File: src/rtl/sparc_sr_pkg.sv
// -----------------------------------------------------------------------------
// sparc_sr_pkg
//   Shared definitions for the SPARC special register file:
//     - PSR bit positions (icc, PIL, S, PS, ET, CWP)
//     - WR-state-register target encodings (Wr_Sel)
//     - run/error state enum
//     - TBR field widths
//     - helpers for the WIM valid-window mask and CWP range checks
// -----------------------------------------------------------------------------
package sparc_sr_pkg;

    // PSR field positions
    localparam int ICC_MSB = 23;
    localparam int ICC_LSB = 20;
    localparam int PIL_MSB = 11;
    localparam int PIL_LSB = 8;
    localparam int S_BIT   = 7;
    localparam int PS_BIT  = 6;
    localparam int ET_BIT  = 5;
    localparam int CWP_MSB = 4;

    // Wr_Sel encodings
    localparam logic [1:0] WR_SEL_PSR  = 2'b00;
    localparam logic [1:0] WR_SEL_TBR  = 2'b01;
    localparam logic [1:0] WR_SEL_WIM  = 2'b10;
    localparam logic [1:0] WR_SEL_NONE = 2'b11;

    // TBR field widths: TBA[31:12], tt[11:4], zero[3:0]
    localparam int TBA_W = 20;
    localparam int TT_W  = 8;

    typedef enum logic {
        ST_RUN   = 1'b0,
        ST_ERROR = 1'b1
    } sr_state_e;

    // One bit per implemented window; bits at or above nwin read as zero.
    function automatic logic [31:0] wim_mask(input int nwin);
        logic [31:0] m;
        for (int i = 0; i < 32; i++) begin
            m[i] = (i < nwin);
        end
        return m;
    endfunction

    // True when a CWP value names an implemented window.
    function automatic logic cwp_in_range(input logic [4:0] cwp, input int nwin);
        return (32'(cwp) < 32'(nwin));
    endfunction

endpackage

File: src/rtl/cwp_window_ctrl.sv
// -----------------------------------------------------------------------------
// cwp_window_ctrl
//   Computes the neighbouring window pointers modulo NWINDOWS and whether a
//   move into them is blocked by the window invalid mask.
//   Ports:
//     cwp             in   current window pointer (always < NWINDOWS)
//     wim             in   window invalid mask
//     cwp_dec         out  (cwp - 1) mod NWINDOWS   (Save, trap entry)
//     cwp_inc         out  (cwp + 1) mod NWINDOWS   (Restore, Rett)
//     save_blocked    out  WIM bit of cwp_dec is set (overflow on Save)
//     restore_blocked out  WIM bit of cwp_inc is set (underflow on Restore)
// -----------------------------------------------------------------------------
module cwp_window_ctrl #(
    parameter int NWINDOWS = 8
) (
    input  logic [4:0]  cwp,
    input  logic [31:0] wim,
    output logic [4:0]  cwp_dec,
    output logic [4:0]  cwp_inc,
    output logic        save_blocked,
    output logic        restore_blocked
);

    localparam logic [4:0] CWP_LAST = 5'(NWINDOWS - 1);

    // Explicit wrap compares rather than a modulo operator: NWINDOWS need
    // not be a power of two.
    assign cwp_dec = (cwp == 5'd0)     ? CWP_LAST : cwp - 5'd1;
    assign cwp_inc = (cwp == CWP_LAST) ? 5'd0     : cwp + 5'd1;

    assign save_blocked    = wim[cwp_dec];
    assign restore_blocked = wim[cwp_inc];

endmodule

File: src/rtl/special_register_file.sv
// -----------------------------------------------------------------------------
// special_register_file
//   SPARC processor state registers PSR, TBR, WIM, PC and nPC with trap
//   entry, RETT, SAVE/RESTORE window moves, WR writes, icc updates and
//   PC/nPC sequencing. A trap taken with ET=0 enters a sticky error state
//   that freezes everything until Reset.
//
//   Per-cycle priority in RUN: Trap_Req > Rett > Wr_En > {Save/Restore,
//   Advance}. Save/Restore and Advance combine in the same cycle.
//
//   Optional macro WR_DELAY_EN: WR writes go to a single pending slot and
//   commit on the third applied Advance; a newer write replaces the pending
//   one and restarts the count; a trap or Reset discards it. Without the
//   macro, writes commit on the next clock edge.
//
//   Ports:
//     Clk, Reset (sync, active-high)
//     Advance, Branch_Taken, Branch_Target   instruction retire / PC update
//     Trap_Req, Trap_Type                    trap entry
//     Rett, Save, Restore                    window moves
//     Wr_En, Wr_Sel, Wr_Data                 WR to PSR/TBR/WIM
//     ICC_En, ICC_In                         icc load (with Advance)
//     PSR, TBR, WIM, PC, nPC                 register outputs
//     Window_Overflow, Window_Underflow,
//     Illegal_Write                          one-cycle event pulses
//     Error_Mode                             sticky halt indicator
// -----------------------------------------------------------------------------
module special_register_file
    import sparc_sr_pkg::*;
#(
    parameter int          NWINDOWS = 8,
    parameter logic [7:0]  IMPL_VER = 8'hF0,
    parameter logic [31:0] RESET_PC = 32'h0000_0000
) (
    input  logic        Clk,
    input  logic        Reset,
    input  logic        Advance,
    input  logic        Branch_Taken,
    input  logic [31:0] Branch_Target,
    input  logic        Trap_Req,
    input  logic [7:0]  Trap_Type,
    input  logic        Rett,
    input  logic        Save,
    input  logic        Restore,
    input  logic        Wr_En,
    input  logic [1:0]  Wr_Sel,
    input  logic [31:0] Wr_Data,
    input  logic        ICC_En,
    input  logic [3:0]  ICC_In,
    output logic [31:0] PSR,
    output logic [31:0] TBR,
    output logic [31:0] WIM,
    output logic [31:0] PC,
    output logic [31:0] nPC,
    output logic        Window_Overflow,
    output logic        Window_Underflow,
    output logic        Illegal_Write,
    output logic        Error_Mode
);

    localparam logic [31:0] WIM_MASK = wim_mask(NWINDOWS);

    sr_state_e          state_q, state_d;
    logic [3:0]         icc_q, icc_d;
    logic [3:0]         pil_q, pil_d;
    logic               s_q, s_d;
    logic               ps_q, ps_d;
    logic               et_q, et_d;
    logic [4:0]         cwp_q, cwp_d;
    logic [TBA_W-1:0]   tba_q, tba_d;
    logic [TT_W-1:0]    tt_q, tt_d;
    logic [31:0]        wim_q, wim_d;
    logic [31:0]        pc_q, pc_d;
    logic [31:0]        npc_q, npc_d;
    logic               ovf_q, ovf_d;
    logic               unf_q, unf_d;
    logic               ill_q, ill_d;

    // Write actually landing in a register this cycle (direct or from the
    // pending slot).
    logic               commit_en;
    logic [1:0]         commit_sel;
    logic [31:0]        commit_data;
    logic [31:0]        trap_pc;

    logic [4:0]         cwp_dec, cwp_inc;
    logic               save_blocked, restore_blocked;

`ifdef WR_DELAY_EN
    // Pending count 0,1,2: the Advance seen at count 2 is the third one.
    localparam logic [1:0] WR_DELAY_LAST = 2'd2;

    logic               pend_valid_q, pend_valid_d;
    logic [1:0]         pend_sel_q, pend_sel_d;
    logic [31:0]        pend_data_q, pend_data_d;
    logic [1:0]         pend_cnt_q, pend_cnt_d;
`endif

    cwp_window_ctrl #(
        .NWINDOWS(NWINDOWS)
    ) u_cwp_window_ctrl (
        .cwp            (cwp_q),
        .wim            (wim_q),
        .cwp_dec        (cwp_dec),
        .cwp_inc        (cwp_inc),
        .save_blocked   (save_blocked),
        .restore_blocked(restore_blocked)
    );

    assign trap_pc = {tba_q, Trap_Type, 4'h0};

    always_comb begin
        // NOTE: every signal written here gets its hold/default value first,
        // so no path through the if/case tree can leave it unassigned and
        // infer a latch.
        state_d     = state_q;
        icc_d       = icc_q;
        pil_d       = pil_q;
        s_d         = s_q;
        ps_d        = ps_q;
        et_d        = et_q;
        cwp_d       = cwp_q;
        tba_d       = tba_q;
        tt_d        = tt_q;
        wim_d       = wim_q;
        pc_d        = pc_q;
        npc_d       = npc_q;
        ovf_d       = 1'b0;
        unf_d       = 1'b0;
        ill_d       = 1'b0;
        commit_en   = 1'b0;
        commit_sel  = Wr_Sel;
        commit_data = Wr_Data;
`ifdef WR_DELAY_EN
        pend_valid_d = pend_valid_q;
        pend_sel_d   = pend_sel_q;
        pend_data_d  = pend_data_q;
        pend_cnt_d   = pend_cnt_q;
`endif

        // ST_ERROR falls through with everything held.
        if (state_q == ST_RUN) begin
            if (Trap_Req) begin
                if (et_q) begin
                    // Trap entry moves the window without consulting WIM.
                    ps_d  = s_q;
                    s_d   = 1'b1;
                    et_d  = 1'b0;
                    cwp_d = cwp_dec;
                    tt_d  = Trap_Type;
                    pc_d  = trap_pc;
                    npc_d = trap_pc + 32'd4;
`ifdef WR_DELAY_EN
                    pend_valid_d = 1'b0;
`endif
                end else begin
                    state_d = ST_ERROR;
                end
            end else if (Rett) begin
                s_d   = ps_q;
                et_d  = 1'b1;
                cwp_d = cwp_inc;
                pc_d  = npc_q;
                npc_d = Branch_Target;
            end else if (Wr_En) begin
`ifdef WR_DELAY_EN
                // Illegal PSR writes are rejected at issue and never occupy
                // the slot; Wr_Sel=11 is ignored and leaves the slot alone.
                if (Wr_Sel == WR_SEL_PSR && !cwp_in_range(Wr_Data[CWP_MSB:0], NWINDOWS)) begin
                    ill_d = 1'b1;
                end else if (Wr_Sel != WR_SEL_NONE) begin
                    pend_valid_d = 1'b1;
                    pend_sel_d   = Wr_Sel;
                    pend_data_d  = Wr_Data;
                    pend_cnt_d   = 2'd0;
                end
`else
                commit_en = 1'b1;
`endif
            end else begin
                // Save and Restore together cancel out.
                if (Save && !Restore) begin
                    if (save_blocked) ovf_d = 1'b1;
                    else              cwp_d = cwp_dec;
                end else if (Restore && !Save) begin
                    if (restore_blocked) unf_d = 1'b1;
                    else                 cwp_d = cwp_inc;
                end

                if (Advance) begin
                    pc_d  = npc_q;
                    npc_d = Branch_Taken ? Branch_Target : npc_q + 32'd4;
                    if (ICC_En) icc_d = ICC_In;
`ifdef WR_DELAY_EN
                    if (pend_valid_q) begin
                        if (pend_cnt_q == WR_DELAY_LAST) begin
                            commit_en    = 1'b1;
                            commit_sel   = pend_sel_q;
                            commit_data  = pend_data_q;
                            pend_valid_d = 1'b0;
                        end else begin
                            pend_cnt_d = pend_cnt_q + 2'd1;
                        end
                    end
`endif
                end
            end

            // A committing write overrides same-cycle icc/CWP updates of the
            // register it targets.
            if (commit_en) begin
                unique case (commit_sel)
                    WR_SEL_PSR: begin
                        if (cwp_in_range(commit_data[CWP_MSB:0], NWINDOWS)) begin
                            icc_d = commit_data[ICC_MSB:ICC_LSB];
                            pil_d = commit_data[PIL_MSB:PIL_LSB];
                            s_d   = commit_data[S_BIT];
                            ps_d  = commit_data[PS_BIT];
                            et_d  = commit_data[ET_BIT];
                            cwp_d = commit_data[CWP_MSB:0];
                        end else begin
                            ill_d = 1'b1;
                        end
                    end
                    WR_SEL_TBR: tba_d = commit_data[31:32-TBA_W];
                    WR_SEL_WIM: wim_d = commit_data & WIM_MASK;
                    default: ;
                endcase
            end
        end
    end

    always_ff @(posedge Clk) begin
        if (Reset) begin
            // NOTE: state updates use non-blocking assignments so every flop
            // samples the pre-edge values regardless of statement order.
            state_q <= ST_RUN;
            icc_q   <= 4'h0;
            pil_q   <= 4'h0;
            s_q     <= 1'b1;
            ps_q    <= 1'b0;
            et_q    <= 1'b0;
            cwp_q   <= 5'd0;
            tba_q   <= '0;
            tt_q    <= '0;
            wim_q   <= 32'h0;
            pc_q    <= RESET_PC;
            npc_q   <= RESET_PC + 32'd4;
            ovf_q   <= 1'b0;
            unf_q   <= 1'b0;
            ill_q   <= 1'b0;
        end else begin
            state_q <= state_d;
            icc_q   <= icc_d;
            pil_q   <= pil_d;
            s_q     <= s_d;
            ps_q    <= ps_d;
            et_q    <= et_d;
            cwp_q   <= cwp_d;
            tba_q   <= tba_d;
            tt_q    <= tt_d;
            wim_q   <= wim_d;
            pc_q    <= pc_d;
            npc_q   <= npc_d;
            ovf_q   <= ovf_d;
            unf_q   <= unf_d;
            ill_q   <= ill_d;
        end
    end

`ifdef WR_DELAY_EN
    always_ff @(posedge Clk) begin
        if (Reset) begin
            pend_valid_q <= 1'b0;
            pend_cnt_q   <= 2'd0;
        end else begin
            pend_valid_q <= pend_valid_d;
            pend_cnt_q   <= pend_cnt_d;
        end
    end

    // NOTE: the slot payload is qualified by pend_valid_q, so it carries no
    // reset; only the control bits do.
    always_ff @(posedge Clk) begin
        pend_sel_q  <= pend_sel_d;
        pend_data_q <= pend_data_d;
    end
`endif

    assign PSR = {IMPL_VER, icc_q, 8'h00, pil_q, s_q, ps_q, et_q, cwp_q};
    assign TBR = {tba_q, tt_q, 4'h0};
    assign WIM = wim_q;
    assign PC  = pc_q;
    assign nPC = npc_q;

    assign Window_Overflow  = ovf_q;
    assign Window_Underflow = unf_q;
    assign Illegal_Write    = ill_q;
    assign Error_Mode       = (state_q == ST_ERROR);

endmodule
File: config.mk
export PLATFORM = sky130hd
export DESIGN_NAME = special_register_file
export DESIGN_NICKNAME = d
export VERILOG_FILES = /design/src/rtl/sparc_sr_pkg.sv /design/src/rtl/cwp_window_ctrl.sv /design/src/rtl/special_register_file.sv
export SDC_FILE = /design/constraint.sdc
export NUM_CORES = 1
export LEC_CHECK = 0
export CORE_MARGIN = 2
export CORE_UTILIZATION = 35
export DETAILED_ROUTE_END_ITERATION = 7
export PLACE_DENSITY_LB_ADDON = 0.1
export REMOVE_ABC_BUFFERS = 1
export SLEW_MARGIN = 5
export SYNTH_ARGS = -nofsm -noshare
export SYNTH_HDL_FRONTEND = slang
export SYNTH_SLANG_ARGS = --single-unit
File: constraint.sdc
create_clock -name Clk -period 2.4 [get_ports Clk]
set_input_delay 0.6 -clock Clk [delete_from_list [all_inputs] [get_ports Clk]]
set_output_delay 0.6 -clock Clk [all_outputs]
set_load 0.05 [all_outputs]
# Word level (Yosys, flattened, before mapping)
# Index checks and enable logic that the tools add are counted.
dict set report word_totals {
  reg_bits 120
  inputBits 88
  elab_cells 109
  out_inout_bits 164
}
dict set report classes {
  n_mux 62
  magnitude_cmp 3
  bitwise 5
  reduce_logical 15
  eq_ne 5
  add_sub_neg 4
}
# cell n
set op_table {}
lappend op_table {{$mux W32} 11}
lappend op_table {{$mux W5} 13}
lappend op_table {{$add A32 B3 Y32 const B} 2}
lappend op_table {{$mux W4} 8}
lappend op_table {{$mux W1} 28}
lappend op_table {{$lt A5 B6 Y1 const B} 2}
lappend op_table {{$bmux W1 S5} 2}
lappend op_table {{$reduce_and A3 Y1} 3}
lappend op_table {{$reduce_and A4 Y1} 2}
lappend op_table {{$reduce_or A7 Y1} 1}
lappend op_table {{$reduce_or A6 Y1} 1}
lappend op_table {{$add A5 B1 Y5 const B} 1}
lappend op_table {{$eq A5 B3 Y1 const B} 1}
lappend op_table {{$logic_not A5 Y1} 1}
lappend op_table {{$lt A5 B4 Y1 const B} 1}
lappend op_table {{$not A1 Y1} 5}
lappend op_table {{$sub A5 B1 Y5 const B} 1}
lappend op_table {{$reduce_or A4 Y1} 1}
lappend op_table {{$ne A3 B3 Y1 const B} 1}
lappend op_table {{$reduce_bool A3 Y1} 1}
lappend op_table {{$eq A2 B1 Y1 const B} 1}
lappend op_table {{$eq A2 B2 Y1 const B} 1}
lappend op_table {{$logic_and A1 B1 Y1} 2}
lappend op_table {{$logic_not A1 Y1} 2}
lappend op_table {{other kinds (2)} 2}

# Depth between registers and ports, before layout
dict set report depth {
  ltp_word 13
  mapped_depth 10
  ltp_nobuf 8
}

# Cells and area by module
# Synthesis repeated with hierarchy kept, for this count alone.
dict set report unflattened {
  hier_cells 887
  area_unflattened_um2 7225.7
}
# mod instances seq_area_each_um2 area_per_inst_um2 cells_per_inst
set by_module_without_submodules {}
lappend by_module_without_submodules {special_register_file 1 2402.3 6409.9 789}
lappend by_module_without_submodules {cwp_window_ctrl 1 0.0 815.8 98}

# Worst setup path after synthesis
# No wires, ideal clock.
dict set report synth_path {
  path_type {reg-to-reg}
  start {reg cwp_q[0]}
  end {reg cwp_q[0]}
  path_buffers 2
  setup_slack_ps -410
  t_arrival_ps 2731
  period_less_slack_ps 2810
  setup_ps 79
  stages_incl_launch_ff 11
  required_ps 2321
  cell_sequence {dfxtp_1 > buf_2 > inv_2 > ha_1 > buf_2 > mux2_2 > a22oi_1 > a211o_1 > or2_1 > or3_1 > o211ai_1}
}
dict set report synth_between {
  elab_chain_len 13
  word_cells_on_any_way 21
  classes_between {add/sub (2); eq/ne (1); mux (17); reduce/logical (1)}
}
# element line_no
set synth_rtl {}
lappend synth_rtl {{start: declaration} special_register_file.sv:69} ;# logic [4:0] cwp_q, cwp_d;
lappend synth_rtl {{start signal: assignment} special_register_file.sv:259} ;# cwp_q <= cwp_d;
lappend synth_rtl {{$add A5 B1 Y5 or $eq A5 B3 Y1 (tied branches)} cwp_window_ctrl.sv:29} ;# assign cwp_inc = (cwp == CWP_LAST) ? 5'd0 : cwp + 5'd1;
lappend synth_rtl {{$mux W5} cwp_window_ctrl.sv:29}
lappend synth_rtl {{$bmux W1 S5} cwp_window_ctrl.sv:32} ;# assign restore_blocked = wim[cwp_inc];
lappend synth_rtl {{$mux W1 (not written as such)} cwp_window_ctrl.sv:32}
lappend synth_rtl {{$mux W5} special_register_file.sv:186} ;# if (restore_blocked) unf_d = 1'b1;
lappend synth_rtl {{$mux W5} special_register_file.sv:185} ;# end else if (Restore && !Save) begin
lappend synth_rtl {{$mux W5} special_register_file.sv:182} ;# if (Save && !Restore) begin
lappend synth_rtl {{$mux W5} special_register_file.sv:165} ;# end else if (Wr_En) begin
lappend synth_rtl {{$mux W5} special_register_file.sv:159} ;# end else if (Rett) begin
lappend synth_rtl {{$mux W5 *} special_register_file.sv:143} ;# if (Trap_Req) begin
lappend synth_rtl {{$mux W5} special_register_file.sv:214} ;# if (cwp_in_range(commit_data[CWP_MSB:0], NWINDOWS)) begin
lappend synth_rtl {{$mux W5} special_register_file.sv:212} ;# unique case (commit_sel)
lappend synth_rtl {{$mux W5 *} special_register_file.sv:211} ;# if (commit_en) begin
# Every way passes the cells marked *; elsewhere a longest branch is shown, timed or not. The select of a mux whose other input is x is not followed.
# A chain may end at the register's enable or synchronous reset.

# Worst setup path after layout
dict set report layout_path {
  start {reg npc_q[2] (netlist: nPC[2])}
  end {out nPC[2]}
}
# element line_no
set layout_lines {}
lappend layout_lines {{start: declaration} special_register_file.sv:74} ;# logic [31:0] npc_q, npc_d;
lappend layout_lines {{start signal: assignment} special_register_file.sv:248} ;# npc_q <= RESET_PC + 32'd4;
lappend layout_lines {{start signal: assignment} special_register_file.sv:264} ;# npc_q <= npc_d;
lappend layout_lines {{end: declaration} special_register_file.sv:54} ;# output logic [31:0] nPC,
# No word-level cell between the ends.

==> impl_metrics.yaml <==
placed_design:
  dpl.hpwl_um: 17600
  port-buffer-count: 207
  place_congestion: 0.872
  placed_cells: 1375
finish:
  syn2layout_area_growth_pct: 51.9
  drive_above_1_share_pct: 14.2
  fin_cells: 1407
  most-common-layout-cells: "clkdlybuf4s50_1 (193), dfxtp_1 (118), nand2_1 (112), buf_4 (99), nor2_1 (98)"
  num_antenna_cells: 0
  layout.nets: 1225
  final_common_cell: "clkdlybuf4s50_1"
synthesis:
  synth-edff-count: 0
  ys_seq_elements: 120
  ys_seq_area_share_pct: 35.5
  synth_ff_type: "dfxtp_1"
  ys_types: 67
  yosys_warnings: 0
  syn_inst: 879
  syn_area_um2: 6770
  synth_async_sr_flop_share_pct: 0
  post_synth.cell_area_avg_um2: 7.70
flow_run:
  max_cap_violations: 0
sta:
  fmax_mhz: 426
  post-route-period-util_pct: 97.9
  worstMarginPinSlew_ps: 576
  slew_headroom_pct: 61.5
  final.setup_skew_ps: 9.05
  period_needed_ps: 2350
  finalHoldViolations: 0
  tns_ps: 0
  maxSlewViolCount: 0
  setup_viol: 0
floorplanning:
  rows: 50
  ios: 252
  start_util_pct: 36.0
  die_area_um2: 20500
  core_um2: 18800
  fp.dieW_um: 143
  die_h_um: 143
drt:
  via_per_inst: 5.24
  routed_wl_um: 23900
  vias: 7368
  drc: 0
  wire_per_inst_um: 17.0
  drt_iter0_drc: 410
  first_pass_iters: 5
  postRouteAntennaNets: 0
worst_setup_path:
  crit_type: "register to primary output"
  r2r_cells: 8
  worstPathMaxFanout: 6
  crit_path_end_kind: "primary output"
  r2r_end: "cwp_q[0]"
  crit_arrival_ps: 1750
  worstSetupStartpointType: "register"
  reg2reg_slack_ps: 100
  worstPathRequired_ps: 1800
  worstReg2RegStart: "cwp_q[1]"
clocking:
  cts_max_level: 4
  clk_pin_slew_ps: 50
  clock_path_buffers: 2
  cts_tree: "yes"
  root_buffer: "clkbuf_16"
  cts.sinks: 120
  holdBufCountCts: 0
  insertion_delay_ps: 420
  numCtsBuffers: 17
grt:
  grt_pass1_wl_um: 37400
  grtUsageTotal_pct: 23.2
  antenna_found_initial: 0
  grt_pass1_vias: 6934
  grt_max_degree: 63
  overflow: 0
min_path:
  worstHoldStart: "PC[0]"
  hold_depth: 2
  hold_path_class: "register to register"
  hold-path-endpoint: "PC[0]"
pwr:
  power.density_nw_per_um2: 671
  irDropWorstVdd_mv: 0.568
  leakage_nw: 3.94
  finalPower_mw: 6.90
status:
  status: "finished, final reports clean"
-- worst max-delay path: stages, from the launching register on --
cell and delay, ps:
dfxtp_1 350, buf_4 160, clkdlybuf4s50_1 820
-- routing by layer --
layer  track usage [%]  routed length [µm]
met1              31.3               11000
met2              36.5               10900
met3              5.63                1720
met4              7.03                 365
met5                 0                   0
-- how the worst max path moves through the flow --
stage                     slack (ps)  cells after the start  startpoint  endpoint
final                             50                      2      nPC[2]    nPC[2]
after global routing              -6                      8    cwp_q[1]  cwp_q[0]
after CTS                          6                      8    cwp_q[0]  cwp_q[0]
after detailed placement        -170                      8   Wr_Sel[1]  cwp_q[3]
after global placement          -150                      8   Wr_Sel[1]  cwp_q[3]
after floorplan                -1330                      6        et_q    nPC[5]
-- kinds of logic (layout without fill, tap and decap cells) --
family | after synthesis | in the layout | share of synthesized area (%)
and+or+nand+nor | 326 | 326 | 22.1
DFF | 120 | 120 | 35.5
adders and majority gates | 3 | 3 | 0.554
xor gates and xnor gates | 8 | 8 | 1.15
muxes | 39 | 39 | 5.82
other | 2 | 44 | 0.111
AOI/OAI and AO/OA | 255 | 255 | 24.9
buffers and inverters | 126 | 352 | 9.89
-- metrics by stage --
step	utilization [%]	setup WS (ps)	instance area, µm²	hold slack [ps]
2_1_floorplan	-	-1330	6310	669
3_3_place_gp	50.8	-148	9560	443
3_5_place_dp	50.8	-167	9560	444
4_1_cts	54.3	6.01	10200	452
5_1_grt	54.6	-5.72	10300	474
6_report	54.6	51.0	10300	449
-- synth_stat cells (all sizes together) (4+ instances only) --
library cell	n	area [µm²]
a211oi	28	210
xor2	4	42.6
clkbuf	50	188
xnor2	4	35.0
nor2	100	375
a21oi	70	350
nand2	112	420
nand3	26	130
a311oi	19	166
o211ai	7	52.6
nor2b	8	50.1
dfxtp	120	2400
a22oi	24	180
a221oi	4	35.0
nor3	21	105
or3	8	50.1
and2	5	31.3
o31ai	4	30.0
nor4	8	56.3
o21ai	48	240
o311ai	4	42.6
nand4	8	50.1
buf	62	429
a31oi	10	62.6
and3	12	75.1
inv	14	52.6
mux2i	36	360
-- registers in the layout, summed over array words and instances (netlist names), 4 cells and up --
name and count:
pil_q 4, nPC 32, tt_q 8, WIM 8, tba_q 20, icc_q 4
cwp_q 5, PC 32
-- timing repair --
action | in CTS | in global routing
gates resized for setup | 0 | 17
buffers inserted | 0 | 0
setup endpoints to repair | 0 | 11
-- power breakdown --
part / total, mW / switching, mW / internal, mW / leakage, nW
Sequential: 2.17 / 0.0831 / 2.09 / 0.978
Clock: 2.91 / 0.995 / 1.91 / 0.325
Combinational: 1.82 / 1.12 / 0.702 / 2.64
-- layout make-up --
type,instances,area (µm²)
flip-flops and latches,120,2400
inverters,14,52.6
well taps,260,325
repair buffers,306,2910
clock inverters,13,215
multi-input cells,675,3930
clock buffers,19,453
fillers,1749,8540
No activity file was read; power rests on OpenSTA's default activity.
